File: src/rtl/slave_arbiter_if.sv
// -----------------------------------------------------------------------------
// slave_arbiter_if
//   Bundles the two master request channels and the slave-side channel that
//   the arbiter sits between.
//
//   Modports:
//     slave  - view of the arbiter itself: consumes master requests and the
//              slave's ack/resp; drives the forwarded request, per-master
//              ownership flags and timeout_err.
//     master - view of the surrounding environment (masters, slave, router).
//
//   Signals:
//     master_0/1_req    request from master 0/1
//     master_0/1_addr   request address, bit 31 selects the slave
//     master_0/1_cmd    0 = read, 1 = write
//     master_0/1_wdata  write data
//     slave_ack         slave accepts the presented request
//     slave_resp        slave returns read data (one-cycle pulse)
//     slave_req         request to the slave
//     slave_addr/cmd/wdata  forwarded fields of the granted master
//     master_0/1_granted    ownership flag per master
//     timeout_err       one-cycle pulse on an aborted transaction
// -----------------------------------------------------------------------------
interface slave_arbiter_if;
    logic        master_0_req;
    logic [31:0] master_0_addr;
    logic        master_0_cmd;
    logic [31:0] master_0_wdata;
    logic        master_1_req;
    logic [31:0] master_1_addr;
    logic        master_1_cmd;
    logic [31:0] master_1_wdata;

    logic        slave_ack;
    logic        slave_resp;
    logic        slave_req;
    logic [31:0] slave_addr;
    logic        slave_cmd;
    logic [31:0] slave_wdata;

    logic        master_0_granted;
    logic        master_1_granted;
    logic        timeout_err;

    modport slave (
        input  master_0_req, master_0_addr, master_0_cmd, master_0_wdata,
        input  master_1_req, master_1_addr, master_1_cmd, master_1_wdata,
        input  slave_ack, slave_resp,
        output slave_req, slave_addr, slave_cmd, slave_wdata,
        output master_0_granted, master_1_granted, timeout_err
    );

    modport master (
        output master_0_req, master_0_addr, master_0_cmd, master_0_wdata,
        output master_1_req, master_1_addr, master_1_cmd, master_1_wdata,
        output slave_ack, slave_resp,
        input  slave_req, slave_addr, slave_cmd, slave_wdata,
        input  master_0_granted, master_1_granted, timeout_err
    );
endinterface

File: src/rtl/slave_arbiter.sv
// -----------------------------------------------------------------------------
// slave_arbiter
//   Two-master, one-slave round-robin arbiter. A master is eligible when it
//   requests and its address bit 31 matches SLAVE_ID. The winner's fields are
//   latched and forwarded; the transaction runs REQ -> (RESP for reads) ->
//   HOLD -> IDLE, or is aborted back to IDLE after TIMEOUT wait cycles.
//
//   Parameters:
//     SLAVE_ID  value of addr[31] this block serves
//     TIMEOUT   max cycles spent waiting in REQ or RESP before abort (>= 1)
//
//   Ports:
//     clk    single clock, rising edge
//     rst_n  asynchronous active-low reset
//     bus    slave_arbiter_if.slave (see interface header for signals)
// -----------------------------------------------------------------------------
module slave_arbiter #(
    parameter int SLAVE_ID = 0,
    parameter int TIMEOUT  = 255
) (
    input  logic              clk,
    input  logic              rst_n,
    slave_arbiter_if.slave    bus
);

    localparam int CNT_W_MIN = $clog2(TIMEOUT + 1);
    localparam int CNT_W     = (CNT_W_MIN > 8) ? CNT_W_MIN : 8;
    localparam logic [CNT_W-1:0] CNT_LAST = CNT_W'(TIMEOUT - 1);
    localparam logic             SID      = 1'(SLAVE_ID);

    typedef enum logic [1:0] {
        IDLE = 2'd0,
        REQ  = 2'd1,
        RESP = 2'd2,
        HOLD = 2'd3
    } state_e;

    state_e             state_q;
    logic               ptr_q;         // preferred master: 0 or 1
    logic               loser_elig_q;  // losing master was eligible at grant
    logic [CNT_W-1:0]   cnt_q;
    logic               slave_req_q;
    logic [31:0]        slave_addr_q;
    logic               slave_cmd_q;
    logic [31:0]        slave_wdata_q;
    logic               granted_0_q;
    logic               granted_1_q;
    logic               timeout_err_q;

    logic elig_0, elig_1, win_1, any_elig;

    // NOTE: every combinational output gets a default before any condition,
    // so no path leaves a signal unassigned and no latch is inferred.
    always_comb begin
        elig_0   = 1'b0;
        elig_1   = 1'b0;
        elig_0   = bus.master_0_req && (bus.master_0_addr[31] == SID);
        elig_1   = bus.master_1_req && (bus.master_1_addr[31] == SID);
        any_elig = elig_0 || elig_1;
        // Master 1 wins when it alone is eligible, or both are and it is preferred.
        win_1    = elig_1 && (!elig_0 || ptr_q);
    end

    // NOTE: all state uses non-blocking assignments so every register samples
    // the pre-edge values, independent of statement order.
    // NOTE: the forwarded data registers are reset as well; they are visible
    // outputs and must read zero straight out of reset.
    always_ff @(posedge clk or negedge rst_n) begin
        if (!rst_n) begin
            state_q       <= IDLE;
            ptr_q         <= 1'b0;
            loser_elig_q  <= 1'b0;
            cnt_q         <= '0;
            slave_req_q   <= 1'b0;
            slave_addr_q  <= '0;
            slave_cmd_q   <= 1'b0;
            slave_wdata_q <= '0;
            granted_0_q   <= 1'b0;
            granted_1_q   <= 1'b0;
            timeout_err_q <= 1'b0;
        end else begin
            timeout_err_q <= 1'b0;
            unique case (state_q)
                IDLE: begin
                    if (any_elig) begin
                        slave_addr_q  <= win_1 ? bus.master_1_addr  : bus.master_0_addr;
                        slave_cmd_q   <= win_1 ? bus.master_1_cmd   : bus.master_0_cmd;
                        slave_wdata_q <= win_1 ? bus.master_1_wdata : bus.master_0_wdata;
                        granted_0_q   <= !win_1;
                        granted_1_q   <= win_1;
                        loser_elig_q  <= elig_0 && elig_1;
                        slave_req_q   <= 1'b1;
                        cnt_q         <= '0;
                        state_q       <= REQ;
                    end
                end

                REQ: begin
                    if (bus.slave_ack) begin
                        slave_req_q <= 1'b0;
                        cnt_q       <= '0;
                        state_q     <= slave_cmd_q ? HOLD : RESP;
                    end else if (cnt_q == CNT_LAST) begin
                        slave_req_q   <= 1'b0;
                        granted_0_q   <= 1'b0;
                        granted_1_q   <= 1'b0;
                        timeout_err_q <= 1'b1;
                        ptr_q         <= ptr_q ^ loser_elig_q;
                        state_q       <= IDLE;
                    end else begin
                        cnt_q <= cnt_q + 1'b1;
                    end
                end

                RESP: begin
                    if (bus.slave_resp) begin
                        state_q <= HOLD;
                    end else if (cnt_q == CNT_LAST) begin
                        granted_0_q   <= 1'b0;
                        granted_1_q   <= 1'b0;
                        timeout_err_q <= 1'b1;
                        ptr_q         <= ptr_q ^ loser_elig_q;
                        state_q       <= IDLE;
                    end else begin
                        cnt_q <= cnt_q + 1'b1;
                    end
                end

                HOLD: begin
                    // Ownership is kept through this cycle so the response
                    // router can still associate the response with its master.
                    granted_0_q <= 1'b0;
                    granted_1_q <= 1'b0;
                    ptr_q       <= ptr_q ^ loser_elig_q;
                    state_q     <= IDLE;
                end

                default: state_q <= IDLE;
            endcase
        end
    end

    assign bus.slave_req        = slave_req_q;
    assign bus.slave_addr       = slave_addr_q;
    assign bus.slave_cmd        = slave_cmd_q;
    assign bus.slave_wdata      = slave_wdata_q;
    assign bus.master_0_granted = granted_0_q;
    assign bus.master_1_granted = granted_1_q;
    assign bus.timeout_err      = timeout_err_q;

endmodule

File: src/flat_wrapper.sv
// flat-port wrapper written by rule: the top's interface ports become plain ports
module slave_arbiter_flat 
#(
    parameter int SLAVE_ID = 0,
    parameter int TIMEOUT  = 255
)
  (clk, rst_n, bus_master_0_req, bus_master_0_addr, bus_master_0_cmd, bus_master_0_wdata, bus_master_1_req, bus_master_1_addr, bus_master_1_cmd, bus_master_1_wdata, bus_slave_ack, bus_slave_resp, bus_slave_req, bus_slave_addr, bus_slave_cmd, bus_slave_wdata, bus_master_0_granted, bus_master_1_granted, bus_timeout_err);
  slave_arbiter_if bus_i ();
  input  logic clk;
  input  logic rst_n;
  input wire logic [$bits(bus_i.master_0_req)-1:0] bus_master_0_req;
  input wire logic [$bits(bus_i.master_0_addr)-1:0] bus_master_0_addr;
  input wire logic [$bits(bus_i.master_0_cmd)-1:0] bus_master_0_cmd;
  input wire logic [$bits(bus_i.master_0_wdata)-1:0] bus_master_0_wdata;
  input wire logic [$bits(bus_i.master_1_req)-1:0] bus_master_1_req;
  input wire logic [$bits(bus_i.master_1_addr)-1:0] bus_master_1_addr;
  input wire logic [$bits(bus_i.master_1_cmd)-1:0] bus_master_1_cmd;
  input wire logic [$bits(bus_i.master_1_wdata)-1:0] bus_master_1_wdata;
  input wire logic [$bits(bus_i.slave_ack)-1:0] bus_slave_ack;
  input wire logic [$bits(bus_i.slave_resp)-1:0] bus_slave_resp;
  output wire logic [$bits(bus_i.slave_req)-1:0] bus_slave_req;
  output wire logic [$bits(bus_i.slave_addr)-1:0] bus_slave_addr;
  output wire logic [$bits(bus_i.slave_cmd)-1:0] bus_slave_cmd;
  output wire logic [$bits(bus_i.slave_wdata)-1:0] bus_slave_wdata;
  output wire logic [$bits(bus_i.master_0_granted)-1:0] bus_master_0_granted;
  output wire logic [$bits(bus_i.master_1_granted)-1:0] bus_master_1_granted;
  output wire logic [$bits(bus_i.timeout_err)-1:0] bus_timeout_err;
  assign bus_i.master_0_req = bus_master_0_req;
  assign bus_i.master_0_addr = bus_master_0_addr;
  assign bus_i.master_0_cmd = bus_master_0_cmd;
  assign bus_i.master_0_wdata = bus_master_0_wdata;
  assign bus_i.master_1_req = bus_master_1_req;
  assign bus_i.master_1_addr = bus_master_1_addr;
  assign bus_i.master_1_cmd = bus_master_1_cmd;
  assign bus_i.master_1_wdata = bus_master_1_wdata;
  assign bus_i.slave_ack = bus_slave_ack;
  assign bus_i.slave_resp = bus_slave_resp;
  assign bus_slave_req = bus_i.slave_req;
  assign bus_slave_addr = bus_i.slave_addr;
  assign bus_slave_cmd = bus_i.slave_cmd;
  assign bus_slave_wdata = bus_i.slave_wdata;
  assign bus_master_0_granted = bus_i.master_0_granted;
  assign bus_master_1_granted = bus_i.master_1_granted;
  assign bus_timeout_err = bus_i.timeout_err;
  slave_arbiter #(.SLAVE_ID(SLAVE_ID), .TIMEOUT(TIMEOUT)) u_core (.clk(clk), .rst_n(rst_n), .bus(bus_i));
endmodule
File: config.mk
export PLATFORM = sky130hd
export DESIGN_NAME = slave_arbiter_flat
export DESIGN_NICKNAME = d
export VERILOG_FILES = /design/src/rtl/slave_arbiter_if.sv /design/src/rtl/slave_arbiter.sv /design/src/flat_wrapper.sv
export SDC_FILE = /design/constraint.sdc
export NUM_CORES = 1
export LEC_CHECK = 0
export BUFFER_PORTS_ARGS = -buffer_cell sky130_fd_sc_hd__buf_2
export CORE_MARGIN = 2
export CORE_UTILIZATION = 49
export DETAILED_ROUTE_END_ITERATION = 7
export PLACE_DENSITY = 0.86
export SYNTH_ARGS = -nofsm -noshare
export SYNTH_HDL_FRONTEND = slang
export SYNTH_SLANG_ARGS = --single-unit
File: constraint.sdc
create_clock -name clk -period 3.4 [get_ports clk]
set_input_delay 0.68 -clock clk [delete_from_list [all_inputs] [get_ports clk]]
set_output_delay 0.68 -clock clk [all_outputs]
set_load 0.03 [all_outputs]
Yosys cells after proc, flatten, opt, wreduce, memory -nomap -nowiden --
Cells that the tools add are included.
Operators by class: add/subtract/negate cells 1, bitwise gates (word level) 3, equal/unequal tests 8, reductions and logical operators 17, multiplexer cells 36
Operator list (number):
- $mux W32 | 2
- $mux W8 | 4
- $pmux W8 S3 | 1
- $mux W1 | 19
- $reduce_and A3 Y1 | 4
- $add A8 B1 Y8 const B | 1
- $eq A8 B8 Y1 const B | 1
- $mux W2 | 4
- $pmux W1 S4 | 2
- $pmux W2 S4 | 1
- $reduce_bool A3 Y1 | 2
- $eq A2 B2 Y1 const B | 2
- $logic_and A1 B1 Y1 | 4
- $ne A2 B2 Y1 const B | 2
- $pmux W1 S2 | 2
- $ne A3 B2 Y1 const B | 1
- $pmux W1 S3 | 1
- $eq A2 B1 Y1 const B | 1
- $logic_not A1 Y1 | 2
- $logic_not A2 Y1 | 1
- $logic_or A1 B1 Y1 | 2
- $ne A2 B1 Y1 const B | 1
- $not A1 Y1 | 2
- $reduce_and A2 Y1 | 1
- other kinds (2) | 2
Word-level totals: bits of input ports 136, register bits 81, word-level logic and storage cells 76, output and inout bits 69

Depth between registers and ports, before layout --
Gate-level depths: netlist (run 1).
word-level depth 8, mapped depth 8

Least setup slack after synthesis (run 1) --
Ideal clock, no wire load.
path type input -> register, start input port bus_slave_resp, end register u_core.cnt_q[0], buffers on the path 1, library setup time 0.118 ns, arrival time 1.645 ns, slack 1.637 ns, data required time 3.282 ns, stages 5, cell sequence and2_1 -> clkbuf_1 -> a311oi_4 -> o21ai_1 -> a21o_1
Between the ends: longest elaborated chain between the ends 2
RTL lines:
- start: declaration | line flat_wrapper.sv:20 | input wire logic [$bits(bus_i.slave_resp)-1:0] bus_slave_resp;
- $ne A2 B2 Y1 (no source line)
- $reduce_and A3 Y1 (no source line)
- end signal: assignment | line slave_arbiter.sv:111 | cnt_q <= cnt_q + 1'b1;
- end signal: assignment | line slave_arbiter.sv:125 | cnt_q <= cnt_q + 1'b1;
- end: declaration | line slave_arbiter.sv:41 | logic [CNT_W-1:0] cnt_q;
No other way between the ends. A chain may end at the register's enable or synchronous reset.

Worst setup path in the final report (run 1) --
start register u_core.state_q[1], end register u_core.cnt_q[5]
Between the ends: longest elaborated chain between the ends 3
RTL lines:
- start: declaration | line slave_arbiter.sv:38 | state_e state_q;
- start signal: assignment | line slave_arbiter.sv:102 | state_q <= slave_cmd_q ? HOLD : RESP;
- $eq A2 B2 Y1 (tied with other cells) | line slave_arbiter.sv:83 | unique case (state_q)
- $ne A2 B2 Y1 (no source line) (tied with other cells)
- $reduce_and A3 Y1 (no source line)
Parallel ways exist; a longest one is shown, timed or not.

==> results.yml, run 1 <==
sta:
  tns_ps: 0
  fin_skew_ps: 5.21
  rsz0062_at_grt: "no"
  setup_viol: 0
  finalCritPeriodShare: 0.558
  fin_crit_ps: 1900
  slew_headroom: 0.335
  tightest_slew_ps: 997
  clock.fmax_mhz: 527
  hold_viol: 0
  slew_viol_final: 0
critical_path:
  rrSetupSlack_ps: 1500
  slowest_delay_ps: 560
  cp_max_fo: 10
  cp_num_buf_inv: 1
  startpoint_type: "register"
  crit_type: "register to register"
  worstReg2RegStart: "u_core.state_q[1]$_DFFE_PN0P_"
  crit_end: "u_core.cnt_q[5]$_DFFE_PN0P_"
  path_depth: 6
  path_cells: "inv_1, ha_1, nor2b_1, o21ai_1, a31oi_1, o22a_1"
  critPathRequiredTime_ps: 3630
  ff2ff_path_depth: 6
  crit_arrival_ps: 2120
  r2r_end: "u_core.cnt_q[5]$_DFFE_PN0P_"
  endpoint_kind: "register"
  cp-startpoint: "u_core.state_q[1]$_DFFE_PN0P_"
  crit_slowest_cell: "o21ai_1"
  crit_family: "compound AO/OA/AOI/OAI gates"
power_and_ir_drop:
  power_frac_seq: 0.354
  power_density_mw_per_mm2: 848
  p_switching_mw: 2.07
  internal-power_mw: 2.40
  p_leak_nw: 3.07
  p_sw_frac: 0.462
  power.clock.fraction: 0.153
  comb_power_share: 0.493
  power_mw: 4.47
  peakVddDrop_uv: 402
synth:
  yosysUniqueCellTypes: 46
  synthSimpleGateAreaFrac: 0.104
  synth_commonest_cells: "dfrtp_1 (81), o21ai_1 (69), nand2_1 (67)"
  synth_compound_area_frac: 0.162
  synth_most_common_cell: "dfrtp_1"
  synth_top_family_by_area: "compound AO/OA/AOI/OAI gates"
  synthesis.area_sq_mm: 0.00397
  yosys.area.top_type_share: 0.510
  synthArstFlopShare: 1.00
  synthXorXnorAreaFrac: 0.00220
  muxShareOfSynthArea: 0.161
  synth_ff_type: "dfrtp_1"
  syn_nets: 521
  synthAdderAreaFrac: 0.0189
  synth_area_leader_cell: "dfrtp_1"
  avgSynthCellArea_sq_um: 10.5
  synth_seq_area_share: 0.510
  ys_warn_count: 0
  ys_top_cells_by_area: "dfrtp_1 (51%), mux2i_1 (16%), o21ai_1 (8.7%)"
  synth_seq_cells: 81
  syn-instance-count: 379
  synth_edf_count: 0
flow_run:
  maxCapViolations: 0
placement:
  dp_hpwl_microns: 7620
  dp_cells: 668
  io_buffers: 204
  dpl_cell_area_sq_mm: 0.00507
  place.gp.congestion: 0.849
floorplanning:
  die_w_microns: 94.1
  placementRows: 32
  dieArea_sq_mm: 0.00885
  fp.coreArea_sq_mm: 0.00781
  chipHeight_microns: 94.1
  ios: 205
  start_util: 0.509
finish:
  fin_cells: 684
  syn2layout_area_growth_pct: 32.6
  fin_util: 0.675
  fin_area_sq_mm: 0.00527
  n_antenna_cell: 0
  nNetsFinal: 719
  final_layout_size_suffix_gt1_frac: 0.404
clocking:
  clock-root-buffer: "clkbuf_8"
  insertion_delay_ps: 340
  clkTransAtPathRegs_ps: 80
  cts_inserted_buffers: 9
  cts.sinks: 81
  cts_tree: "yes"
  clk_path_buf_depth: 2
  htree_num_levels: 3
  cts_hold_repair.buffers: 0
  post_cts_resized: 0
  postCtsSetupBuffers: 0
route:
  drcViolationCount: 0
  wl_per_cell_microns: 14.3
  met1_length_microns: 3930
  wl_met3_microns: 575
  drt_iter0_drc: 108
  avgViaCountPerCell: 5.13
  routed_wl_microns: 9760
  vias: 3506
  first_pass_iters: 5
  met2_length_microns: 5110
  routed.top_layer: "met4"
  postRouteAntennaNets: 0
global_routing:
  grt_pass1_vias: 3472
  grt_overflow: 0
  grtUsageTotal: 0.222
  grt_pass1_wl_microns: 15600
  grt_max_degree: 82
  antenna_found_initial: 0
outcome:
  outcome: "completed"
worst_hold_path:
  hold_path.class: "register to register"
  min_from: "u_core.bus.slave_wdata[9]$_DFFE_PN0P_"
cells in the final DEF, fill, tap and decap left out, types with 3 or more instances in the layout:
cell type,netlist,final
a31oi_1,4,4
mux2i_1,64,64
inv_1,6,6
clkinvlp_4,0,4
o21ai_1,69,67
nor2b_1,4,4
buf_2,12,203
ha_1,6,6
a21oi_1,10,10
dfrtp_1,81,81
buf_4,1,7
and3_1,4,4
o22a_1,3,3
nand2_1,67,67
a21o_1,3,3
clkbuf_8,0,9
worst register-to-register path, stage by stage (launching register included):
cell     delay (ps)
dfrtp_1         390
inv_1            90
ha_1            250
nor2b_1         190
o21ai_1         560
a31oi_1         110
o22a_1          210
sequential cells by signal (all words and copies together), names as in the netlist:
register / cells
u_core.bus.slave_wdata: 32
u_core.loser_elig_q: 1
u_core.bus.master_1_granted: 1
u_core.bus.timeout_err: 1
u_core.bus.master_0_granted: 1
u_core.state_q: 2
u_core.bus.slave_cmd: 1
u_core.bus.slave_addr: 32
u_core.bus.slave_req: 1
u_core.ptr_q: 1
u_core.cnt_q: 8
final cells by class:
cell class                 count  area (sq um)
fill                         654          2540
sequential                    81          2030
multi-input combinational    267          1800
timing repair buffer         211          1090
clock buffer                  10           128
tap                          102           128
clock inverter                 6          68.8
inverter                       7          26.3
how the worst min path moves through the flow:
stage                                                         end  slack (ps)  depth (start not counted)
after floorplan           u_core.bus.master_0_granted$_DFFE_PN0P_         380                          0
after global placement     u_core.bus.slave_wdata[24]$_DFFE_PN0P_         460                          2
after detailed placement     u_core.bus.slave_addr[0]$_DFFE_PN0P_         470                          2
after CTS                    u_core.bus.slave_addr[0]$_DFFE_PN0P_         490                          2
after global routing       u_core.bus.slave_wdata[11]$_DFFE_PN0P_         510                          2
final                       u_core.bus.slave_wdata[9]$_DFFE_PN0P_         480                          2
through the flow:
stage	hold WS [ps]	worst slack, ps
2_1_floorplan	384	1640
3_3_place_gp	462	1240
3_5_place_dp	470	1160
4_1_cts	489	1500
5_1_grt	511	1320
6_report	480	1500
metal layers:
| metal | vias to the layer above | track usage |
|---|---|---|
| li1 | 1738 | - |
| met1 | 1634 | 0.267 |
| met2 | 120 | 0.398 |
| met3 | 14 | 0.0425 |
| met4 | 0 | 0.0725 |
| met5 | - | 0 |
cell families (layout without fill, tap and decap cells):
| group | Yosys count | count (layout) |
|---|---|---|
| xor gates and xnor gates | 1 | 1 |
| adders and majority gates | 6 | 6 |
| muxes | 64 | 64 |
| and+or+nand+nor | 89 | 89 |
| DFF | 81 | 81 |
| AOI/OAI and AO/OA | 107 | 107 |
| buffers and inverters | 31 | 234 |
power by group through the flow:
stage / combinational, mW / clock [mW] / sequential, mW
final: 2.20 / 0.683 / 1.58
after global routing: 2.38 / 0.748 / 1.63
after CTS: 2.22 / 0.704 / 1.58
after detailed placement: 2.22 / 0 / 1.60
after global placement: 2.14 / 0 / 1.58
after floorplan: 0.802 / 0 / 2.30
No activity file was read; power rests on OpenSTA's default activity.
==> run 2, diff against run 1 <==
- CORE_UTILIZATION: 49 -> 41
- PLACE_DENSITY: 0.86 -> 0.76
- clock period: 3.4 -> 1.7 ns (I/O delays scaled with it)
==> run 2 against run 1 <==
- count of clock-buffer cells in the layout increased by 1
- final cell count is 5.3% higher
- critical path depth is the same
- total power is 110% higher
- fmax rose by 15%
- wire length grew 3.8%
- clock power up 100%
- global-route usage decreased by 2.9 points
- non-clock buffer count rose by 9
- setup slack worse by 1400 ps
- final area increased by 3.6%
- die area grew 19%
- critical path type unchanged
- critical endpoint is now u_core.state_q[0]$_DFFE_PN0P_
- largest cell class unchanged
- largest power group unchanged
==> results.yml, run 2 (synthesis results as in run 1) <==
route:
  postRouteAntennaNets: 0
  first_pass_iters: 4
  wl_per_cell_microns: 14.1
  vias: 3526
  avgViaCountPerCell: 4.90
  drcViolationCount: 0
  drt_iter0_drc: 65
  routed_wl_microns: 10100
critical_path:
  cp_max_fo: 5
  worstReg2RegStart: "u_core.state_q[0]$_DFFE_PN0P_"
  crit_type: "register to register"
  startpoint_type: "register"
  endpoint_kind: "register"
  slowest_delay_ps: 380
  crit_slowest_cell: "dfrtp_1"
  path_cells: "buf_4, ha_1, buf_4, a311oi_4, o21ai_1, o2bb2ai_1"
  critPathRequiredTime_ps: 1900
  r2r_end: "u_core.state_q[0]$_DFFE_PN0P_"
  rrSetupSlack_ps: 50
  ff2ff_path_depth: 6
  crit_arrival_ps: 1850
  worst_path_most_repeated_cell: "buf_4"
finish:
  layout_commonest_cell: "buf_2"
  n_antenna_cell: 0
  final_layout_size_suffix_gt1_frac: 0.423
  syn2layout_area_growth_pct: 37.4
  fin_area_sq_mm: 0.00546
  nNetsFinal: 728
  fin_util: 0.585
  mostFrequentLayoutCells: "buf_2 (203), dfrtp_1 (81), o21ai_1 (67), nand2_1 (67), mux2i_1 (64)"
  fin_cells: 720
clocking:
  cts_tree: "yes"
  clock-root-buffer: "clkbuf_8"
  clk_path_buf_depth: 2
  postCtsSetupBuffers: 0
  clkTransAtPathRegs_ps: 90
  htree_num_levels: 3
  insertion_delay_ps: 340
  cts.sinks: 81
  cts_inserted_buffers: 9
sta:
  clock.fmax_mhz: 607
  slew_viol_final: 0
  hold_viol: 0
  fin_crit_ps: 1650
  slew_headroom: 0.683
  tightest_slew_ps: 475
  setup_viol: 0
  rsz0062_at_grt: "yes"
  setup_ws_ps: 53.9
  finalCritPeriodShare: 0.968
  fin_skew_ps: 10.6
  hold_slack_ps: 260
  tns_ps: 0
placement:
  place.gp.congestion: 0.864
  dp_slack_ps: -31.2
  dp_cells: 703
  dp_hpwl_microns: 7750
  dpl_cell_area_sq_mm: 0.00520
  io_buffers: 204
flow_run:
  maxCapViolations: 0
floorplanning:
  die_w_microns: 102
  placementRows: 35
  dieArea_sq_mm: 0.0105
  fp.coreArea_sq_mm: 0.00933
  chipHeight_microns: 102
  ios: 205
  start_util: 0.426
global_routing:
  grt_overflow: 0
  antenna_found_initial: 0
  grt_pass1_vias: 3491
  grt_max_degree: 114
  grtUsageTotal: 0.193
  grt_pass1_wl_microns: 16000
power_and_ir_drop:
  p_leak_nw: 3.15
  power_density_mw_per_mm2: 1680
  power_mw: 9.18
  peakVddDrop_uv: 714
worst_hold_path:
  hold_depth: 3
  min_from: "bus_master_1_wdata[21]"
  holdPathEnd: "u_core.bus.slave_wdata[21]$_DFFE_PN0P_"
  hold_path.class: "input port to register"
outcome:
  outcome: "completed"
[run 2: area by class of cell]
type,count,area (sq um)
fillers,832,3870
flip-flops and latches,81,2030
multi-input cells,267,1850
repair buffers,220,1210
well taps,129,161
clock buffers,11,131
clock inverters,5,56.3
inverters,7,26.3
[run 2: where the power goes]
part	internal, mW	switching, mW	total, mW	leakage (nW)
logic	1.60	3.09	4.69	2.03
clock network	0.678	0.687	1.37	0.0933
registers	2.71	0.423	3.13	1.03
[run 2: critical path: cells and delay by family, from the launching register on]
kind            cells  cell delay, ps
flops               1             380
buf+inv             2             300
compound gates      3             630
fa+ha+maj           1             210
[run 2: per-layer routing]
metal	routed length [microns]	up-vias	track usage
li1	-	1754	-
met1	4100	1636	0.235
met2	5260	123	0.337
met3	615	13	0.0424
met4	151	0	0.0656
met5	0	-	0
[run 2: worst max path at each step]
stage | from | to | depth (start not counted)
floorplan | u_core.state_q[0]$_DFFE_PN0P_ | u_core.cnt_q[0]$_DFFE_PN0P_ | 7
global placement | u_core.state_q[0]$_DFFE_PN0P_ | u_core.cnt_q[0]$_DFFE_PN0P_ | 6
detailed placement | u_core.state_q[0]$_DFFE_PN0P_ | u_core.state_q[0]$_DFFE_PN0P_ | 6
CTS | u_core.state_q[1]$_DFFE_PN0P_ | u_core.cnt_q[0]$_DFFE_PN0P_ | 5
global route | u_core.state_q[0]$_DFFE_PN0P_ | u_core.bus.master_0_granted$_DFFE_PN0P_ | 6
finish | u_core.state_q[0]$_DFFE_PN0P_ | u_core.state_q[0]$_DFFE_PN0P_ | 6
[run 2: repair_timing]
item,in CTS,in global routing
hold buffers,1,0
setup endpoints to repair,4,13
endpoints found under the hold margin,32,0
resized for setup,2,11
pin swaps,0,1
